**config.mk**
```make
export PLATFORM = sky130hd
export DESIGN_NAME = sync_fifo_flat
export DESIGN_NICKNAME = d
export VERILOG_FILES = /design/src/rtl/sync_fifo_if.sv /design/src/rtl/sync_fifo.sv /design/src/flat_wrapper.sv
export SDC_FILE = /design/constraint.sdc
export NUM_CORES = 1
export LEC_CHECK = 0
export CAP_MARGIN = 25
export CORE_MARGIN = 2
export CORE_UTILIZATION = 30
export DETAILED_ROUTE_END_ITERATION = 10
export GPL_TIMING_DRIVEN = 0
export HOLD_SLACK_MARGIN = 0.05
export PLACE_DENSITY = 0.54
export SETUP_SLACK_MARGIN = 0.1
export SYNTH_ARGS = -nofsm -noshare
export SYNTH_HDL_FRONTEND = slang
export SYNTH_SLANG_ARGS = --single-unit
```
**constraint.sdc**
```tcl
create_clock -name clk -period 17.5 [get_ports clk]
set_input_delay 3.5 -clock clk [delete_from_list [all_inputs] [get_ports clk]]
set_output_delay 3.5 -clock clk [all_outputs]
set_load 0.01 [all_outputs]
```
**src/rtl/sync_fifo_if.sv**
```systemverilog
// Handshake bundle for sync_fifo: producer-side write port, consumer-side read port and status.
// Signal names follow the FIFO family (winc/wfull, rinc/rempty) so existing checkers bind unchanged.
interface sync_fifo_if #(
    parameter int DSIZE = 32,
    parameter int ASIZE = 4
);
    // A write is accepted on a rising edge where winc && !wfull; a read where rinc && !rempty.
    // wfull/rempty depend only on registered state, so a request never combinationally gates itself.
    logic             flush;
    logic             winc;
    logic [DSIZE-1:0] wdata;
    logic             wfull;
    logic             walmost_full;
    logic             rinc;
    logic [DSIZE-1:0] rdata;
    logic             rempty;
    logic             ralmost_empty;
    logic [ASIZE:0]   count;
    logic             overflow;
    logic             underflow;

    modport master (
        output flush, winc, wdata, rinc,
        input  wfull, walmost_full, rdata, rempty, ralmost_empty, count, overflow, underflow
    );

    modport slave (
        input  flush, winc, wdata, rinc,
        output wfull, walmost_full, rdata, rempty, ralmost_empty, count, overflow, underflow
    );
endinterface

```
**src/rtl/sync_fifo.sv**
```systemverilog
// Single-clock FIFO with occupancy count, almost-full/empty thresholds, sticky error flags and flush.
// Define SYNC_FIFO_FWFT_EN for first-word fall-through reads; otherwise rdata is registered (latency 1).
module sync_fifo #(
    parameter int DSIZE    = 32,
    parameter int ASIZE    = 4,
    parameter int AF_LEVEL = 2**ASIZE - 2,
    parameter int AE_LEVEL = 2
) (
    input  logic      clk,
    input  logic      rst,
    sync_fifo_if.slave fifo
);
    localparam int             DEPTH   = 2**ASIZE;
    localparam logic [ASIZE:0] DEPTH_C = (ASIZE+1)'(DEPTH);
    localparam logic [ASIZE:0] AF_C    = (ASIZE+1)'(AF_LEVEL);
    localparam logic [ASIZE:0] AE_C    = (ASIZE+1)'(AE_LEVEL);

    logic [DSIZE-1:0] mem_q [DEPTH];

    logic [ASIZE:0] wptr_q, wptr_d;
    logic [ASIZE:0] rptr_q, rptr_d;
    logic           overflow_q, overflow_d;
    logic           underflow_q, underflow_d;

    logic [ASIZE:0] count;
    logic           full;
    logic           empty;
    logic           wr_en;
    logic           rd_en;

    // The extra pointer MSB makes the modular difference span 0..DEPTH without ambiguity.
    assign count = wptr_q - rptr_q;
    assign full  = (count == DEPTH_C);
    assign empty = (count == '0);

    assign wr_en = fifo.winc && !full  && !fifo.flush;
    assign rd_en = fifo.rinc && !empty && !fifo.flush;

    always_comb begin
        wptr_d      = wptr_q;
        rptr_d      = rptr_q;
        overflow_d  = overflow_q;
        underflow_d = underflow_q;
        if (fifo.flush) begin
            wptr_d = '0;
            rptr_d = '0;
        end else begin
            if (wr_en) wptr_d = wptr_q + 1'b1;
            if (rd_en) rptr_d = rptr_q + 1'b1;
            if (fifo.winc && full)  overflow_d  = 1'b1;
            if (fifo.rinc && empty) underflow_d = 1'b1;
        end
    end

    always_ff @(posedge clk) begin
        if (rst) begin
            wptr_q      <= '0;
            rptr_q      <= '0;
            overflow_q  <= 1'b0;
            underflow_q <= 1'b0;
        end else begin
            wptr_q      <= wptr_d;
            rptr_q      <= rptr_d;
            overflow_q  <= overflow_d;
            underflow_q <= underflow_d;
        end
    end

    // Storage is deliberately left uninitialised by reset.
    always_ff @(posedge clk) begin
        if (wr_en && !rst) mem_q[wptr_q[ASIZE-1:0]] <= fifo.wdata;
    end

`ifdef SYNC_FIFO_FWFT_EN
    assign fifo.rdata = empty ? '0 : mem_q[rptr_q[ASIZE-1:0]];
`else
    logic [DSIZE-1:0] rdata_q, rdata_d;

    always_comb begin
        rdata_d = rdata_q;
        if (rd_en) rdata_d = mem_q[rptr_q[ASIZE-1:0]];
    end

    always_ff @(posedge clk) begin
        if (rst) rdata_q <= '0;
        else     rdata_q <= rdata_d;
    end

    assign fifo.rdata = rdata_q;
`endif

    assign fifo.count         = count;
    assign fifo.wfull         = full;
    assign fifo.rempty        = empty;
    assign fifo.walmost_full  = (count >= AF_C);
    assign fifo.ralmost_empty = (count <= AE_C);
    assign fifo.overflow      = overflow_q;
    assign fifo.underflow     = underflow_q;
endmodule

```
**src/flat_wrapper.sv**
```systemverilog
// flat-port wrapper written by rule: the top's interface ports become plain ports
module sync_fifo_flat 
#(
    parameter int DSIZE    = 32,
    parameter int ASIZE    = 4,
    parameter int AF_LEVEL = 2**ASIZE - 2,
    parameter int AE_LEVEL = 2
)
  (clk, rst, fifo_flush, fifo_winc, fifo_wdata, fifo_rinc, fifo_wfull, fifo_walmost_full, fifo_rdata, fifo_rempty, fifo_ralmost_empty, fifo_count, fifo_overflow, fifo_underflow);
  sync_fifo_if #(.DSIZE(DSIZE), .ASIZE(ASIZE)) fifo_i ();
  input  logic clk;
  input  logic rst;
  input wire logic [$bits(fifo_i.flush)-1:0] fifo_flush;
  input wire logic [$bits(fifo_i.winc)-1:0] fifo_winc;
  input wire logic [$bits(fifo_i.wdata)-1:0] fifo_wdata;
  input wire logic [$bits(fifo_i.rinc)-1:0] fifo_rinc;
  output wire logic [$bits(fifo_i.wfull)-1:0] fifo_wfull;
  output wire logic [$bits(fifo_i.walmost_full)-1:0] fifo_walmost_full;
  output wire logic [$bits(fifo_i.rdata)-1:0] fifo_rdata;
  output wire logic [$bits(fifo_i.rempty)-1:0] fifo_rempty;
  output wire logic [$bits(fifo_i.ralmost_empty)-1:0] fifo_ralmost_empty;
  output wire logic [$bits(fifo_i.count)-1:0] fifo_count;
  output wire logic [$bits(fifo_i.overflow)-1:0] fifo_overflow;
  output wire logic [$bits(fifo_i.underflow)-1:0] fifo_underflow;
  assign fifo_i.flush = fifo_flush;
  assign fifo_i.winc = fifo_winc;
  assign fifo_i.wdata = fifo_wdata;
  assign fifo_i.rinc = fifo_rinc;
  assign fifo_wfull = fifo_i.wfull;
  assign fifo_walmost_full = fifo_i.walmost_full;
  assign fifo_rdata = fifo_i.rdata;
  assign fifo_rempty = fifo_i.rempty;
  assign fifo_ralmost_empty = fifo_i.ralmost_empty;
  assign fifo_count = fifo_i.count;
  assign fifo_overflow = fifo_i.overflow;
  assign fifo_underflow = fifo_i.underflow;
  sync_fifo #(.DSIZE(DSIZE), .ASIZE(ASIZE), .AF_LEVEL(AF_LEVEL), .AE_LEVEL(AE_LEVEL)) u_core (.clk(clk), .rst(rst), .fifo(fifo_i));
endmodule
```
# == Word-level counts from Yosys, hierarchy flattened ==
# Memory sizes are Yosys's and may differ from the RTL's. A register that Yosys moved wholly into a read port is not among the register bits.
# Index checks and enable logic that the tools add are counted.
# op_classes
bitwise_logic,1
n_div,0
n_addsub,3
n_eq_ne,1
mul,0
muxes,2
order_cmp,2
n_shift,0
n_reduce_logical,15
# op_table
op,n
"adder 5 x 1 -> 5 bit, second input constant",2
logical AND 1 bit,7
"== test 5 bit, second input constant",1
"greater-or-equal comparator 5 x 4 -> 1 bit, second input constant",1
"less-or-equal comparator 5 x 2 -> 1 bit, second input constant",1
logical NOT 5 bit,1
subtractor 5 bit,1
logical NOT 1 bit,4
AND reduction 2 bit,2
2-to-1 mux 1 bit,2
OR reduction 2 bit,1
inverter 1 bit,1
# totals
out_inout_bits,43
latchBits,0
word_cells,29
ramBits,512
memories,1
ff_bits,12
mem_bits_ro,0
# mem_list
name,depth,width,read_ports,rd_ports_with_merged_regs,write_ports,line,rtl
u_core.mem_q,16,32,1,1,1,sync_fifo.sv:18,logic [DSIZE-1:0] mem_q [DEPTH];

# == Depth between registers and ports, before layout ==
# depth
word_depth,8
depth_mapped,12
mapped_depth_nobuf,9

# == Worst setup path before layout ==
# OpenSTA, ideal clock, no wires.
# synth_path
path_kind,input -> register
startpoint,in fifo_winc
endpoint,"mem u_core.mem_q[3][0], enable pin"
slack_ps,9785
t_required_ps,16998
path_stages,4
t_arrival_ps,7213
path_cell_list,nor2b_1 o21ai_2 buf_4 nor4_1
# synth_via
elab_chain_cells,5
# synth_lines
element,line,rtl
"start, declared",flat_wrapper.sv:14,input wire logic [$bits(fifo_i.winc)-1:0] fifo_winc;
logical AND 1 bit (2 in series),sync_fifo.sv:36,assign wr_en = fifo.winc && !full && !fifo.flush;
logical AND 1 bit,sync_fifo.sv:71,if (wr_en && !rst) mem_q[wptr_q[ASIZE-1:0]] <= fifo.wdata;
2-to-1 mux 1 bit,sync_fifo.sv:71,
2-to-1 mux 1 bit (not written as such),sync_fifo.sv:71,
"end, declared",sync_fifo.sv:18,
# No other way between the ends.

# == Worst setup path after layout ==
# layout_path
startpoint,reg u_core.rptr_q[3]
endpoint,out fifo_ralmost_empty
# layout_via
elab_chain_cells,2
# layout_lines
element,line,rtl
"start, declared",sync_fifo.sv:21,"logic [ASIZE:0] rptr_q, rptr_d;"
"start signal, assigned",sync_fifo.sv:63,rptr_q <= rptr_d;
subtractor 5 bit,sync_fifo.sv:32,assign count = wptr_q - rptr_q;
less-or-equal comparator 5 x 2 -> 1 bit,sync_fifo.sv:96,assign fifo.ralmost_empty = (count <= AE_C);
"end, declared",flat_wrapper.sv:21,output wire logic [$bits(fifo_i.ralmost_empty)-1:0] fifo_ralmost_empty;
# No other way between the ends.

==> impl_metrics.json <==
{
  "numCtsBuffers": 59,
  "synth_nets": 1108,
  "cts_sinks": 556,
  "synth_seq_cells": 556,
  "yosys.cell_types.count": 41,
  "critPathKind": "flip-flop to output port",
  "die_w_um": 273.3,
  "syn_inst": 1061,
  "setup_ws_ps": 9614,
  "worstSetupEndpoint": "fifo_ralmost_empty",
  "via_count": 11110,
  "syn_area_um2": 21750,
  "grt_max_degree": 17,
  "area_growth_pct": 21.40,
  "grt_use_total": 0.1418,
  "cts_max_level": 2,
  "nets": 1320,
  "cts_buffer_depth": 3,
  "finalSetupViolations": 0,
  "r2r-end": "u_core.mem_q[3][20]",
  "cts_tree": "yes",
  "dr.pass1.iters": 5,
  "yosys_warnings": 0,
  "drive_gt1_frac": 0.2663,
  "placementRows": 98,
  "outcome": "complete, no violations",
  "total_power_mw": 2.742,
  "totalWireLength_mm": 52.71,
  "endpoint_kind": "output port",
  "fin_cells": 2273,
  "final.min_clock_period_ps": 7886,
  "ys_async_sr_fraction": 0,
  "io_buffer_count": 78,
  "synth_edf_count": 512,
  "dieArea_um2": 74680,
  "ys_seq_area_frac": 0.7472,
  "grt-ovfl-total": 0,
  "finalCritPeriodShare": 0.4506,
  "cts_hold_buf": 0,
  "die_h_um": 273.3,
  "critPathRequiredTime_ps": 14000,
  "drtIter0Drc": 932,
  "p_per_area_nw_per_um2": 103.8,
  "synth_area_leaders": "edfxtp_1 71%, mux4_2 12%, dfxtp_1 4.0%, a221oi_2 1.6%, mux4_1 1.6%",
  "slew_headroom": 0.3200,
  "peakVddDrop_v": 0.00006743,
  "post-cts-setup-buffer-count": 0,
  "antenna_left": 0,
  "synth_top_cell_by_area": "edfxtp_1",
  "gp_congestion": 0.7469,
  "antenna_found_initial": 2,
  "drv_cap": 0,
  "cts.clk_slew.worst_paths_ps": 60,
  "avgRoutedWirePerCell_um": 23.19,
  "critPathMaxFanout": 10,
  "cts_root_buf": "clkbuf_16",
  "drc": 0,
  "leakage_nw": 8.267,
  "slew_viol_final": 0,
  "rr_worst_depth": 13,
  "finalSetupTns_ps": 0,
  "drt-vias-per-instance": 4.886,
  "grt_pass1_vias": 11490,
  "synth-main-ff-cell": "edfxtp_1",
  "yosys.area.top_type_share": 0.7067,
  "insertion_delay_ps": 610,
  "grt_pass1_wl_mm": 77.83,
  "hold_path.class": "flip-flop to flip-flop",
  "place_inst": 2162,
  "r2r-start": "u_core.rptr_q[3]",
  "avgSynthCellArea_um2": 20.50,
  "cts_resized": 0,
  "tightest_slew_ps": 1020,
  "cp-start-kind": "flip-flop",
  "fmax_ghz": 0.1268,
  "timing.reg2reg.setup_slack_ps": 12840,
  "finClkSkew_ps": 12.68,
  "cp-startpoint": "u_core.rptr_q[3]",
  "rsz0062_at_grt": "false",
  "initial_utilization": 0.3038,
  "core_area_um2": 71610,
  "place_ws_ps": 10130,
  "ioPinCount": 80,
  "hpwl_mm": 36.78,
  "report.final.hold_viol_count": 0,
  "critPathArrivalTime_ps": 4390
}
-- layer usage --
layer	global-route usage	share of wire	up-vias
met5	0	0.00025	-
met1	0.1928	0.45	5918
li1	-	-	4878
met2	0.2339	0.49	241
met4	0.04199	0.021	2
met3	0.02351	0.043	68
-- cell families after synthesis --
| group | synth area share |
|---|---|
| AOI/OAI and AO/OA | 0.04860 |
| xor gates and xnor gates | 0.001208 |
| adders and majority gates | 0.006097 |
| buffers and inverters | 0.01961 |
| DFF | 0.7472 |
| muxes | 0.1394 |
| and+or+nand+nor | 0.03790 |
-- layout make-up --
class / instances / area [um2]
multi-input cells: 430 / 5157
well taps: 950 / 1189
inverters: 9 / 33.78
repair buffers: 151 / 1524
clock buffers: 82 / 1655
plain buffers: 66 / 392.9
clock inverters: 28 / 198.9
diodes: 1 / 2.502
fillers: 6593 / 45200
flip-flops and latches: 556 / 16260
-- cell usage after synthesis (9+ instances only) --
cell type	n
edfxtp_1	512
mux4_2	115
nand2_1	50
dfxtp_1	44
nor2b_1	34
a22o_1	32
clkbuf_1	32
nand3_1	32
o211ai_1	32
a221oi_2	23
buf_2	19
mux4_1	13
nor3_1	13
nor2_1	12
mux2i_1	10
a21oi_1	9
a221oi_1	9
ha_1	9
-- per-stage QoR --
stage,util,area (um2),hold slack (ps)
after global placement,0.3313,23720,462.5
after detailed placement,0.3429,24550,485.5
after CTS,0.3688,26410,497.0
final,0.3688,26410,489.2
after global routing,0.3688,26410,519.0
after floorplan,-,21750,454.9
-- worst min-delay path by stage --
stage | from | to | cells after the start
final | u_core.fifo.overflow | u_core.fifo.overflow | 2
after global placement | u_core.fifo.overflow | u_core.fifo.overflow | 2
after floorplan | u_core.rptr_q[4] | u_core.rptr_q[4] | 2
after global routing | u_core.rptr_q[4] | u_core.rptr_q[4] | 2
after CTS | u_core.rptr_q[4] | u_core.rptr_q[4] | 2
after detailed placement | u_core.wptr_q[4] | u_core.wptr_q[4] | 2
-- sequential cells by signal, indices dropped and copies added (netlist names) --
register / cells
u_core.fifo.overflow: 1
u_core.fifo.rdata: 32
u_core.rptr_q: 5
u_core.wptr_q: 5
u_core.fifo.underflow: 1
u_core.mem_q: 512
-- critical path: stages (launching register included) --
cell,delay [ps]
dfxtp_1,310
clkbuf_1,220
buf_4,270
clkbuf_1,560
inv_1,180
ha_1,360
nor2_1,50
a21oi_1,190
xor2_1,340
inv_2,170
a2111oi_0,480
clkdlybuf4s50_1,630
-- cell usage in the layout, fill, tap and decap left out, drive strengths merged, types with 2 or more instances in the layout --
cell type	instances
buf	107
clkbuf	114
edfxtp	512
or3	5
nor2	12
nand4	4
nand2b	8
inv	10
mux2i	10
bufinv	2
nor3	13
a21oi	9
nand2	50
o21ai	3
nand3	32
a22o	32
ha	9
nor2b	34
a31oi	2
clkinvlp	2
o211ai	32
xor2	2
clkdlybuf4s50	78
dfxtp	44
mux4	128
a221oi	32
nor4	4
clkinv	23
-- power breakdown --
group	leakage (nW)	internal, mW	switching, mW
registers	4.96	1.46	0.00409
logic	2.39	0.0368	0.0500
clock network	0.916	0.688	0.505
(Power assumes the default switching activity.)
